[src/rtl/cam_pkg.sv]
// cam_pkg: shared types, default geometry and RGB332 helpers for the camera capture path
package cam_pkg;
   localparam int DEF_SCREEN_WIDTH  = 176;
   localparam int DEF_SCREEN_HEIGHT = 144;
   localparam int DEF_ADDR_WIDTH    = 15;
   typedef enum logic [1:0] {IDLE, FRAME, LINE, DONE} state_t;
   localparam logic [7:0] RED   = 8'hE0;
   localparam logic [7:0] GREEN = 8'h1C;
   localparam logic [7:0] BLUE  = 8'h03;
   localparam logic [7:0] WHITE = 8'hFF;
   function automatic logic [7:0] rgb332(input logic [2:0] r, input logic [2:0] g, input logic [1:0] b);
      return {r, g, b};
   endfunction
endpackage

[src/rtl/camera_capture_ctrl_pixel_packer.sv]
// camera_capture_ctrl_pixel_packer: pairs the two RGB444 camera bytes of a pixel into one RGB332 word
module camera_capture_ctrl_pixel_packer
   import cam_pkg::*;
(
   input  logic       clk,
   input  logic       rst,
   input  logic       byte_valid,
   input  logic [7:0] d,
   output logic       pixel_valid,
   output logic [7:0] pixel
);
   logic       phase;
   logic [2:0] r_q;
   logic       unused_bits;
   // phase toggles per accepted byte; any gap in valid bytes drops a dangling half-pixel
   always_ff @(posedge clk or posedge rst)
      if (rst) begin
         phase <= 1'b0;
         r_q   <= '0;
      end else if (!byte_valid) begin
         phase <= 1'b0;
      end else begin
         phase <= ~phase;
         if (!phase) r_q <= d[3:1];
      end
   assign pixel_valid = byte_valid & phase;
   assign pixel       = rgb332(r_q, d[7:5], d[3:2]);
   assign unused_bits = ^{d[4], d[0]};
endmodule

[src/rtl/camera_capture_ctrl.sv]
// camera_capture_ctrl: VSYNC/HREF framing, pixel addressing and status for the camera-to-frame-buffer write port
module camera_capture_ctrl
   import cam_pkg::*;
#(
   parameter int SCREEN_WIDTH  = DEF_SCREEN_WIDTH,
   parameter int SCREEN_HEIGHT = DEF_SCREEN_HEIGHT,
   parameter int ADDR_WIDTH    = DEF_ADDR_WIDTH
) (
   input  logic                  CLK,
   input  logic                  RESET,
   input  logic                  CAPTURE_EN,
   input  logic                  VSYNC,
   input  logic                  HREF,
   input  logic [7:0]            DATA,
   output logic                  W_EN,
   output logic [ADDR_WIDTH-1:0] W_ADDR,
   output logic [7:0]            W_DATA,
   output logic                  FRAME_DONE,
   output logic                  BUSY,
   output logic [7:0]            FRAME_COUNT,
   output logic                  ERR
);
   localparam int XW = $clog2(SCREEN_WIDTH + 1);
   localparam int YW = $clog2(SCREEN_HEIGHT);
   state_t                state;
   logic                  vs_q, vs_qq, hr_q, hr_qq;
   logic [7:0]            d_q;
   logic [XW-1:0]         x;
   logic [YW-1:0]         y;
   logic [ADDR_WIDTH-1:0] line_base;
   logic                  vs_rise, hr_rise, hr_fall, byte_valid, pixel_valid;
   logic [7:0]            pixel;
   // register camera pins once, keep a second copy for edge detection
   always_ff @(posedge CLK or posedge RESET)
      if (RESET) begin
         {vs_q, vs_qq, hr_q, hr_qq} <= '0;
         d_q <= '0;
      end else begin
         vs_q  <= VSYNC;
         vs_qq <= vs_q;
         hr_q  <= HREF;
         hr_qq <= hr_q;
         d_q   <= DATA;
      end
   // edges and byte acceptance; a line starting together with VSYNC is ignored
   always_comb begin
      vs_rise    = vs_q & ~vs_qq;
      hr_rise    = hr_q & ~hr_qq;
      hr_fall    = ~hr_q & hr_qq;
      byte_valid = hr_q & ~vs_rise & (state == LINE || (state == FRAME && hr_rise));
   end
   camera_capture_ctrl_pixel_packer u_pack (
      .clk        (CLK),
      .rst        (RESET),
      .byte_valid (byte_valid),
      .d          (d_q),
      .pixel_valid(pixel_valid),
      .pixel      (pixel)
   );
   // frame/line sequencer with registered write port and status outputs
   always_ff @(posedge CLK or posedge RESET)
      if (RESET) begin
         state       <= IDLE;
         x           <= '0;
         y           <= '0;
         line_base   <= '0;
         W_EN        <= 1'b0;
         W_ADDR      <= '0;
         W_DATA      <= '0;
         FRAME_DONE  <= 1'b0;
         BUSY        <= 1'b0;
         FRAME_COUNT <= '0;
         ERR         <= 1'b0;
      end else begin
         W_EN       <= 1'b0;
         FRAME_DONE <= 1'b0;
         case (state)
            IDLE:
               if (vs_rise && CAPTURE_EN) begin
                  state     <= FRAME;
                  BUSY      <= 1'b1;
                  x         <= '0;
                  y         <= '0;
                  line_base <= '0;
               end
            FRAME, LINE:
               if (vs_rise) begin
                  ERR       <= 1'b1;
                  state     <= CAPTURE_EN ? FRAME : IDLE;
                  BUSY      <= CAPTURE_EN;
                  x         <= '0;
                  y         <= '0;
                  line_base <= '0;
               end else if (state == FRAME) begin
                  if (hr_rise) state <= LINE;
               end else if (hr_fall) begin
                  x <= '0;
                  if (y == YW'(SCREEN_HEIGHT - 1)) begin
                     state       <= DONE;
                     BUSY        <= 1'b0;
                     FRAME_DONE  <= 1'b1;
                     FRAME_COUNT <= FRAME_COUNT + 8'd1;
                  end else begin
                     y         <= y + 1'b1;
                     line_base <= line_base + ADDR_WIDTH'(SCREEN_WIDTH);
                     state     <= FRAME;
                  end
               end else if (pixel_valid) begin
                  if (x < XW'(SCREEN_WIDTH)) begin
                     W_EN   <= 1'b1;
                     W_ADDR <= line_base + ADDR_WIDTH'(x);
                     W_DATA <= pixel;
                     x      <= x + 1'b1;
                  end else begin
                     ERR <= 1'b1;
                  end
               end
            DONE: state <= IDLE;
         endcase
      end
endmodule

[config.mk]
export PLATFORM = sky130hd
export DESIGN_NAME = camera_capture_ctrl
export DESIGN_NICKNAME = d
export VERILOG_FILES = /design/src/rtl/cam_pkg.sv /design/src/rtl/camera_capture_ctrl_pixel_packer.sv /design/src/rtl/camera_capture_ctrl.sv
export SDC_FILE = /design/constraint.sdc
export NUM_CORES = 1
export LEC_CHECK = 0
export BUFFER_PORTS_ARGS = -buffer_cell sky130_fd_sc_hd__buf_4
export CAP_MARGIN = 10
export CORE_UTILIZATION = 55
export DETAILED_ROUTE_END_ITERATION = 10
export PLACE_DENSITY = 0.87
export SLEW_MARGIN = 20
export SYNTH_ARGS = -nofsm -noshare
export SYNTH_HDL_FRONTEND = slang
export SYNTH_HIERARCHICAL = 1
export SYNTH_SLANG_ARGS = --single-unit
[constraint.sdc]
create_clock -name CLK -period 2.7 [get_ports CLK]
set_clock_uncertainty 0.15 [all_clocks]
set_input_delay 0.135 -clock CLK [delete_from_list [all_inputs] [get_ports CLK]]
set_output_delay 0.135 -clock CLK [all_outputs]
set_load 0.02 [all_outputs]
==> impl_metrics.csv, run 1 <==
group,metric,value,unit
power_and_ir_drop,ir_drop,510,uV
die,die_w,85.4,um
sta,period_share,0.933,
synthesis,syn_inst,357,
route,routed_wl,7450,um
setup_path,required,2.82,ns
finish,syn_to_final_growth,19.8,%
synthesis,yosys_warnings,6,
placed_design,port-buffer-count,45,
global_routing,grt_pass1_wl,12900,um
setup_path,timing.rr.end,"line_base[14]",
sta,finalSetupViolCount,0,
finish,final_area,4580,um2
clock_network,clockBufferDepth,2,
die,core_area,6760,um2
setup_path,worst_ep_arrival_time,2.64,ns
placed_design,dpl.hpwl,5070,um
die,dieArea,7290,um2
sta,finalHoldViolations,0,
setup_path,cp_max_fo,8,
clock_network,htreeDepth,3,
synthesis,avgSynthCellArea,10.7,um2
clock_network,clkTransAtPathRegs,0.09,ns
placed_design,gp_congestion,0.869,
sta,hold_ws,0.0986,ns
route,antenna_left,0,
finish,post-route-util,0.678,
setup_path,reg2reg_depth,7,
sta,slew_viol_final,0,
route,vias,2849,
clock_network,insertion_delay,0.37,ns
global_routing,overflow,0,
sta,max_freq,0.397,GHz
finish,n_antenna_cell,0,
global_routing,grt_max_degree,41,
finish,drive_gt1_frac,0.246,
route,wl_per_cell,15.0,um
global_routing,antenna_found_initial,0,
route,first_pass_iters,4,
sta,rsz0062_at_grt,"false",
sta,slew_headroom,0.483,
power_and_ir_drop,power,3.90,mW
power_and_ir_drop,p_int,2.49,mW
sta,setup_slack,0.182,ns
global_routing,grt_pass1_vias,2842,
power_and_ir_drop,p_leak,2.17,nW
clock_network,cts_root_buf,"clkbuf_8",
power_and_ir_drop,p_switching,1.42,mW
sta,tns,0,ns
hold_path,hold_class,"input port to async pin",
power_and_ir_drop,clockPowerShare,0.256,
clock_network,clock_sinks,78,
finish,nets,439,
finish,layout.cells.non_filler,498,
setup_path,end_kind,"register",
clock_network,numCtsBuffers,9,
sta,period_minus_slack,2.52,ns
outcome,status,"finished, final reports clean",
die,die_y,85.4,um
placed_design,dp_slack,0.0227,ns
placed_design,placed_area,4240,um2
route,post-route-drc-count,0,
synthesis,netlist_area,3820,um2
placed_design,placed_cells,472,
synthesis,syn_nets,383,
setup_path,rrSetupSlack,0.18,ns
clock_network,cts_setup_buffers,0,
power_and_ir_drop,combPwrFrac,0.341,
flow_run,maxCapViolCount,0,
power_and_ir_drop,p_sw_frac,0.363,
setup_path,r2r-start,"state[0]",
die,row_count,30,
die,io_pins,48,
power_and_ir_drop,seq_power_share,0.403,
setup_path,critical_path_class,"register to register",
global_routing,track_usage,0.227,
route,vias_per_cell,5.72,
sta,worst_pin_slew,0.775,ns
setup_path,critPathLaunchType,"register",
clock_network,cts_tree,"done",
power_and_ir_drop,p_per_area,852,nW/um2
die,start_util,0.566,
route,drtIter0Drc,217,
==> critical path: stages (launching register included) <==
cell,delay (ns)
dfrtp_1,0.44
inv_1,0.09
ha_1,0.38
nor2b_2,0.21
a21boi_4,0.30
o21ai_2,0.13
or4_1,0.54
o31ai_1,0.20
==> placed cells by master, fill, tap and decap left out, drive strengths merged, types with 4 or more instances in the layout <==
cell type / count
xnor2: 13
nand4: 7
xor2: 7
o31ai: 9
dfrtp: 78
mux2: 20
dlygate4sd3: 10
nor2: 27
a21oi: 18
buf: 52
nand2: 25
nand2b: 5
inv: 13
clkbuf: 9
nand3: 15
o21ai: 35
and4: 4
and2: 6
and3: 10
ha: 13
==> cell type report <==
class	count	area (um2)
clock buffers	9	124
clock inverters	7	105
fillers	484	2180
inverters	10	37.5
multi-input cells	252	1760
flip-flops and latches	78	1950
well taps	80	100
repair buffers	62	503
==> metal layers <==
metal  GRT usage  routed length, um  vias to the layer above
li1            -                  -                     1382
met1       0.273               3250                     1368
met2       0.377               3650                       83
met3      0.0681                419                       16
met4       0.108                136                        0
met5           0                  0                        -
==> registers in the layout, summed over array words and instances (netlist names), 2 cells and up <==
| signal | count |
|---|---|
| u_pack/r_q | 3 |
| line_base | 11 |
| d_q | 6 |
| y | 8 |
| W_DATA | 8 |
| FRAME_COUNT | 8 |
| state | 2 |
| x | 8 |
| W_ADDR | 15 |
==> power by group through the flow <==
| stage | combinational [mW] | clock, mW | sequential, mW |
|---|---|---|---|
| 2_1_floorplan | 0.801 | 0 | 1.66 |
| 3_3_place_gp | 1.24 | 0 | 1.58 |
| 3_5_place_dp | 1.29 | 0 | 1.59 |
| 4_1_cts | 1.31 | 1.02 | 1.57 |
| 5_1_grt | 1.48 | 1.06 | 1.60 |
| 6_report | 1.33 | 1.00 | 1.57 |
==> worst max-delay path by stage <==
stage | start | to | cells past startpoint
after global routing | state[0] | line_base[14] | 7
after floorplan | state[1] | W_ADDR[0] | 10
after global placement | state[0] | line_base[10] | 7
after detailed placement | state[0] | line_base[6] | 7
final | state[0] | line_base[14] | 7
after CTS | state[0] | y[2] | 7
==> what timing repair did <==
| item | in CTS | in global routing |
|---|---|---|
| endpoints found under the hold margin | 48 | 0 |
| gates resized for setup | 0 | 1 |
| setup endpoints to repair | 0 | 1 |
| hold buffers | 10 | 0 |
No activity file was read; power rests on OpenSTA's default activity.
==> inputs of run 2 (changes only) <==
Settings changed: PLACE_DENSITY 0.87 to 0.74.
==> run 2 against run 1 <==
Non-clock buffer count increased by 1. Via count decreased by 0.21%. Final area decreased by 0.44%. Maximum frequency increased by 0.81%. Die area unchanged. Clock-buffer cell count increased by 1. Highest routed layer unchanged.
==> impl_metrics.csv, run 2 (same netlist as run 1, synthesis figures left out) <==
group,metric,value,unit
clock_network,clockBufferDepth,2,
die,start_util,0.566,
sta,slew_headroom,0.631,
power_and_ir_drop,power,3.83,mW
power_and_ir_drop,combPwrFrac,0.343,
power_and_ir_drop,p_sw_frac,0.351,
route,vias_per_cell,5.72,
global_routing,grt_pass1_wl,13100,um
global_routing,met2_usage,0.389,
sta,finalSetupViolCount,0,
global_routing,overflow,0,
die,io_pins,48,
sta,period_minus_slack,2.50,ns
route,wl_per_cell,14.9,um
route,drtIter0Drc,150,
clock_network,cts_resized,0,
finish,drive_gt1_frac,0.240,
finish,layout.cells.non_filler,497,
clock_network,numCtsBuffers,9,
placed_design,dp_slack,0.165,ns
global_routing,grtUsageMet3,0.0418,
global_routing,gr-usage-met1,0.291,
finish,layout.cells.most_common_list,"dfrtp_1, buf_4, o21ai_0",
power_and_ir_drop,p_switching,1.35,mW
power_and_ir_drop,p_int,2.49,mW
sta,slew_viol_final,0,
power_and_ir_drop,ir_drop,560,uV
clock_network,cts_root_buf,"clkbuf_8",
die,core_area,6760,um2
power_and_ir_drop,p_per_area,841,nW/um2
finish,top_regs,"W_ADDR x15, line_base x11",
clock_network,cts_setup_buffers,0,
placed_design,placed_cells,473,
placed_design,port-buffer-count,45,
placed_design,gp_congestion,0.796,
finish,n_antenna_cell,0,
clock_network,htreeDepth,3,
placed_design,placed_area,4250,um2
hold_path,hold_class,"input port to async pin",
finish,largest_register,"W_ADDR",
sta,period_share,0.925,
finish,syn_to_final_growth,19.2,%
finish,nets,440,
die,die_y,85.4,um
clock_network,insertion_delay,0.35,ns
clock_network,clock_sinks,78,
placed_design,dpl.hpwl,5140,um
global_routing,track_usage,0.229,
global_routing,grt_pass1_vias,2926,
setup_path,critical_path_class,"register to register",
route,vias,2843,
die,dieArea,7290,um2
power_and_ir_drop,p_leak,2.16,nW
clock_network,clkTransAtPathRegs,0.07,ns
global_routing,grt_max_degree,52,
sta,finalHoldViolations,0,
outcome,status,"finished, final reports clean",
clock_network,cts_tree,"done",
global_routing,antenna_found_initial,0,
setup_path,critPathLaunchType,"register",
flow_run,maxCapViolCount,0,
setup_path,end_kind,"register",
finish,largest_reg_flops,15,
setup_path,cp_max_fo,9,
clock_network,cts_hold_buf,10,
die,die_w,85.4,um
sta,worst_pin_slew,0.550,ns
sta,max_freq,0.400,GHz
finish,mostFrequentLayoutCell,"dfrtp_1",
finish,final_area,4560,um2
power_and_ir_drop,seq_power_share,0.410,
sta,tns,0,ns
route,post-route-drc-count,0,
global_routing,busiest_layer,"met2",
route,antenna_left,0,
power_and_ir_drop,clockPowerShare,0.247,
setup_path,worst_ep_arrival_time,2.58,ns
route,routed_wl,7430,um
sta,setup_slack,0.202,ns
setup_path,required,2.78,ns
sta,rsz0062_at_grt,"false",
route,first_pass_iters,4,
die,row_count,30,
run 2: cell count changes in the layout (fill, tap and decap cells not counted), sizes merged:
| cell | before | now |
|---|---|---|
| inv | 13 | 10 |
| clkbuf | 9 | 10 |
| buf | 52 | 53 |
run 2: layout make-up:
type / count / area [um2]
Fill cell: 518 / 2200
Timing Repair Buffer: 63 / 510
Sequential cell: 78 / 1950
Inverter: 10 / 37.5
Clock buffer: 10 / 138
Clock inverter: 4 / 72.6
Tap cell: 80 / 100
Multi-Input combinational cell: 252 / 1750
run 2: path summary, 6_finish.rpt:
kind / cells after the start / to / slack (ns) / startpoint
worst max register to register: 6 / FRAME_COUNT[1] / 0.20 / state[0]
min in group CLK: 0 / hr_qq / 0.27 / hr_q
worst min register to register: 0 / hr_qq / 0.27 / hr_q
worst max-delay path: 6 / FRAME_COUNT[1] / 0.20 / state[0]
max in group asynchronous: 4 / y[6] / 1.51 / RESET
worst min-delay path: 3 / u_pack/phase / 0.09 / RESET
run 2: metrics by stage:
step	hold slack, ns	util
final	0.0866	0.675
after floorplan	-0.249	-
after CTS	0.0696	0.675
after global routing	0.0889	0.675
after detailed placement	-0.105	0.629
after global placement	-0.108	0.629
run 2: critical path: stages, from the launching register on:
cell	delay [ns]
dfrtp_1	0.42
inv_1	0.09
ha_1	0.36
buf_4	0.17
nand2_1	0.24
nor4_4	0.56
mux2_2	0.39
run 2: power groups by stage:
stage / sequential [mW] / clock (mW) / combinational [mW]
after CTS: 1.58 / 0.963 / 1.33
final: 1.57 / 0.947 / 1.31
after global routing: 1.60 / 1.01 / 1.47
after global placement: 1.58 / 0 / 1.27
after detailed placement: 1.59 / 0 / 1.31
after floorplan: 1.66 / 0 / 0.801
run 2: metal layers:
layer | wire length (um) | share of wire
met1 | 3390 | 0.46
met5 | 0 | 0
met4 | 116 | 0.016
met2 | 3660 | 0.49
met3 | 267 | 0.036
==> inputs of run 3 (changes only) <==
Settings changed: CORE_UTILIZATION 55 to 58, PLACE_DENSITY 0.74 to 0.78.
Clock period 2.7 ns to 2.3 ns, I/O delays scaled along.
==> run 3 against run 2 <==
Worst setup slack got worse by 0.19 ns. Global-route usage rose by 2.4 points. Total power rose by 23%. Register-to-register slack got worse by 0.19 ns. Die area fell by 5.1%. Worst hold slack improved by 0.011 ns. Via count rose by 6.5%. Critical path depth rose by 4. Largest power group unchanged.
==> impl_metrics.csv, run 3 (same netlist as run 1, synthesis figures left out) <==
group,metric,value,unit
setup_path,cp_max_fo,8,
route,vias,3029,
finish,layout.cells.most_common_list,"dfrtp_1, buf_4, o21ai_0",
sta,period_minus_slack,2.29,ns
route,antenna_left,0,
finish,n_antenna_cell,0,
die,io_pins,48,
finish,nets,459,
sta,finalHoldViolations,0,
power_and_ir_drop,combPwrFrac,0.378,
route,routed_wl,8880,um
global_routing,antenna_found_initial,0,
clock_network,insertion_delay,0.36,ns
power_and_ir_drop,power,4.70,mW
sta,slew_headroom,0.674,
finish,top_regs,"W_ADDR x15, line_base x11",
power_and_ir_drop,seq_power_share,0.395,
placed_design,gp_congestion,0.805,
placed_design,port-buffer-count,45,
die,row_count,29,
power_and_ir_drop,ir_drop,778,uV
finish,post-route-util,0.763,
route,wl_per_cell,17.2,um
sta,hold_ws,0.0981,ns
sta,max_freq,0.437,GHz
power_and_ir_drop,clockPowerShare,0.227,
clock_network,clock_sinks,78,
route,first_pass_iters,4,
hold_path,hold_class,"input port to async pin",
finish,largest_register,"W_ADDR",
clock_network,cts_tree,"done",
global_routing,grt_pass1_vias,2975,
sta,worst_pin_slew,0.484,ns
power_and_ir_drop,p_sw_frac,0.374,
global_routing,overflow,0,
finish,drive_gt1_frac,0.304,
flow_run,maxCapViolCount,0,
clock_network,cts_root_buf,"clkbuf_8",
outcome,status,"finished, final reports clean",
route,vias_per_cell,5.88,
die,start_util,0.602,
clock_network,clkTransAtPathRegs,0.09,ns
finish,fill_cells,396,
die,dieArea,6920,um2
power_and_ir_drop,p_per_area,971,nW/um2
finish,regArea,1950,um2
clock_network,htreeDepth,3,
power_and_ir_drop,p_leak,2.28,nW
setup_path,worst_ep_arrival_time,2.38,ns
setup_path,end_kind,"register",
sta,finalSetupViolCount,0,
setup_path,required,2.39,ns
finish,syn_to_final_growth,26.7,%
clock_network,numCtsBuffers,9,
power_and_ir_drop,p_switching,1.76,mW
die,die_y,83.2,um
global_routing,grt_max_degree,57,
die,core_area,6350,um2
finish,largest_reg_flops,15,
power_and_ir_drop,p_int,2.94,mW
route,drtIter0Drc,187,
finish,mostFrequentLayoutCell,"dfrtp_1",
die,die_w,83.2,um
global_routing,track_usage,0.253,
sta,period_share,0.996,
global_routing,grt_pass1_wl,14000,um
placed_design,dpl.hpwl,5220,um
sta,slew_viol_final,0,
clock_network,clockBufferDepth,2,
sta,rsz0062_at_grt,"true",
finish,multi_input_area,1840,um2
setup_path,critPathLaunchType,"register",
route,post-route-drc-count,0,
setup_path,critical_path_class,"register to register",
==> run 3: changes by cell type in the layout (fill, tap and decap cells not counted), moves of 3 or more <==
| cell | delta |
|---|---|
| buf_4 | +14 |
| mux2_4 | +9 |
| buf_6 | +3 |
| a21oi_2 | +3 |
| a21oi_1 | -3 |
| inv_6 | +3 |
| mux2_2 | -9 |
==> run 3: layout make-up <==
cell class	instances	share of cell area
repair buffers	82	0.146
flip-flops and latches	78	0.403
clock inverters	7	0.0165
inverters	10	0.00775
multi-input cells	252	0.381
clock buffers	9	0.0256
well taps	77	0.0199
==> run 3: per-stage QoR <==
step / cells / cell area (um2) / worst slack [ns] / TNS [ns]
CTS: 511 / 4730 / 0.00450 / 0
global route: 515 / 4840 / -0.0968 / -1.77
detailed placement: 475 / 4300 / 0.0287 / 0
global placement: 475 / 4300 / 0.0868 / 0
finish: 515 / 4840 / 0.00906 / 0
floorplan: 357 / 3830 / 0.00488 / 0
==> run 3: worst max-delay path, cell delays in order, from the launching register on <==
cell and delay [ns]:
dfrtp_2 0.46, inv_2 0.11, ha_4 0.15, a21oi_2 0.04
nor2_2 0.12, and2_4 0.15, nand3b_1 0.13, nor3b_4 0.29
buf_6 0.15, buf_16 0.13, mux2_4 0.30
==> run 3: what timing repair did <==
action,4_1_cts,5_1_grt
hold endpoints to repair,32,0
gates resized for setup,5,24
buffers inserted,8,5
cloned,2,0
hold buffers,10,0
pin swaps,2,5
endpoints found under the setup margin,16,38
==> run 3: per-layer routing <==
| metal | up-vias | wire length (um) | global-route usage |
|---|---|---|---|
| li1 | 1416 | - | - |
| met1 | 1523 | 3790 | 0.331 |
| met2 | 72 | 4600 | 0.413 |
| met3 | 18 | 301 | 0.0427 |
| met4 | 0 | 193 | 0.118 |
| met5 | - | 0 | 0 |
==> run 3: path summary, 6_finish.rpt <==
check,startpoint,end,slack [ns],depth (start not counted)
worst max-delay path,state[0],W_ADDR[3],0.009,10
worst min-delay path,RESET,u_pack/r_q[0],0.1,3
worst max register to register,state[0],W_ADDR[3],0.009,10
worst min register to register,vs_q,vs_qq,0.32,0
max in group asynchronous,RESET,y[7],1.12,4
min in group CLK,HREF,hr_q,0.26,2
==> run 3: power groups by stage <==
stage | combinational [mW] | clock [mW] | sequential [mW]
detailed placement | 1.57 | 0 | 1.87
global placement | 1.52 | 0 | 1.86
floorplan | 0.943 | 0 | 1.95
finish | 1.78 | 1.07 | 1.86
global route | 1.94 | 1.14 | 1.90
CTS | 1.67 | 1.08 | 1.85
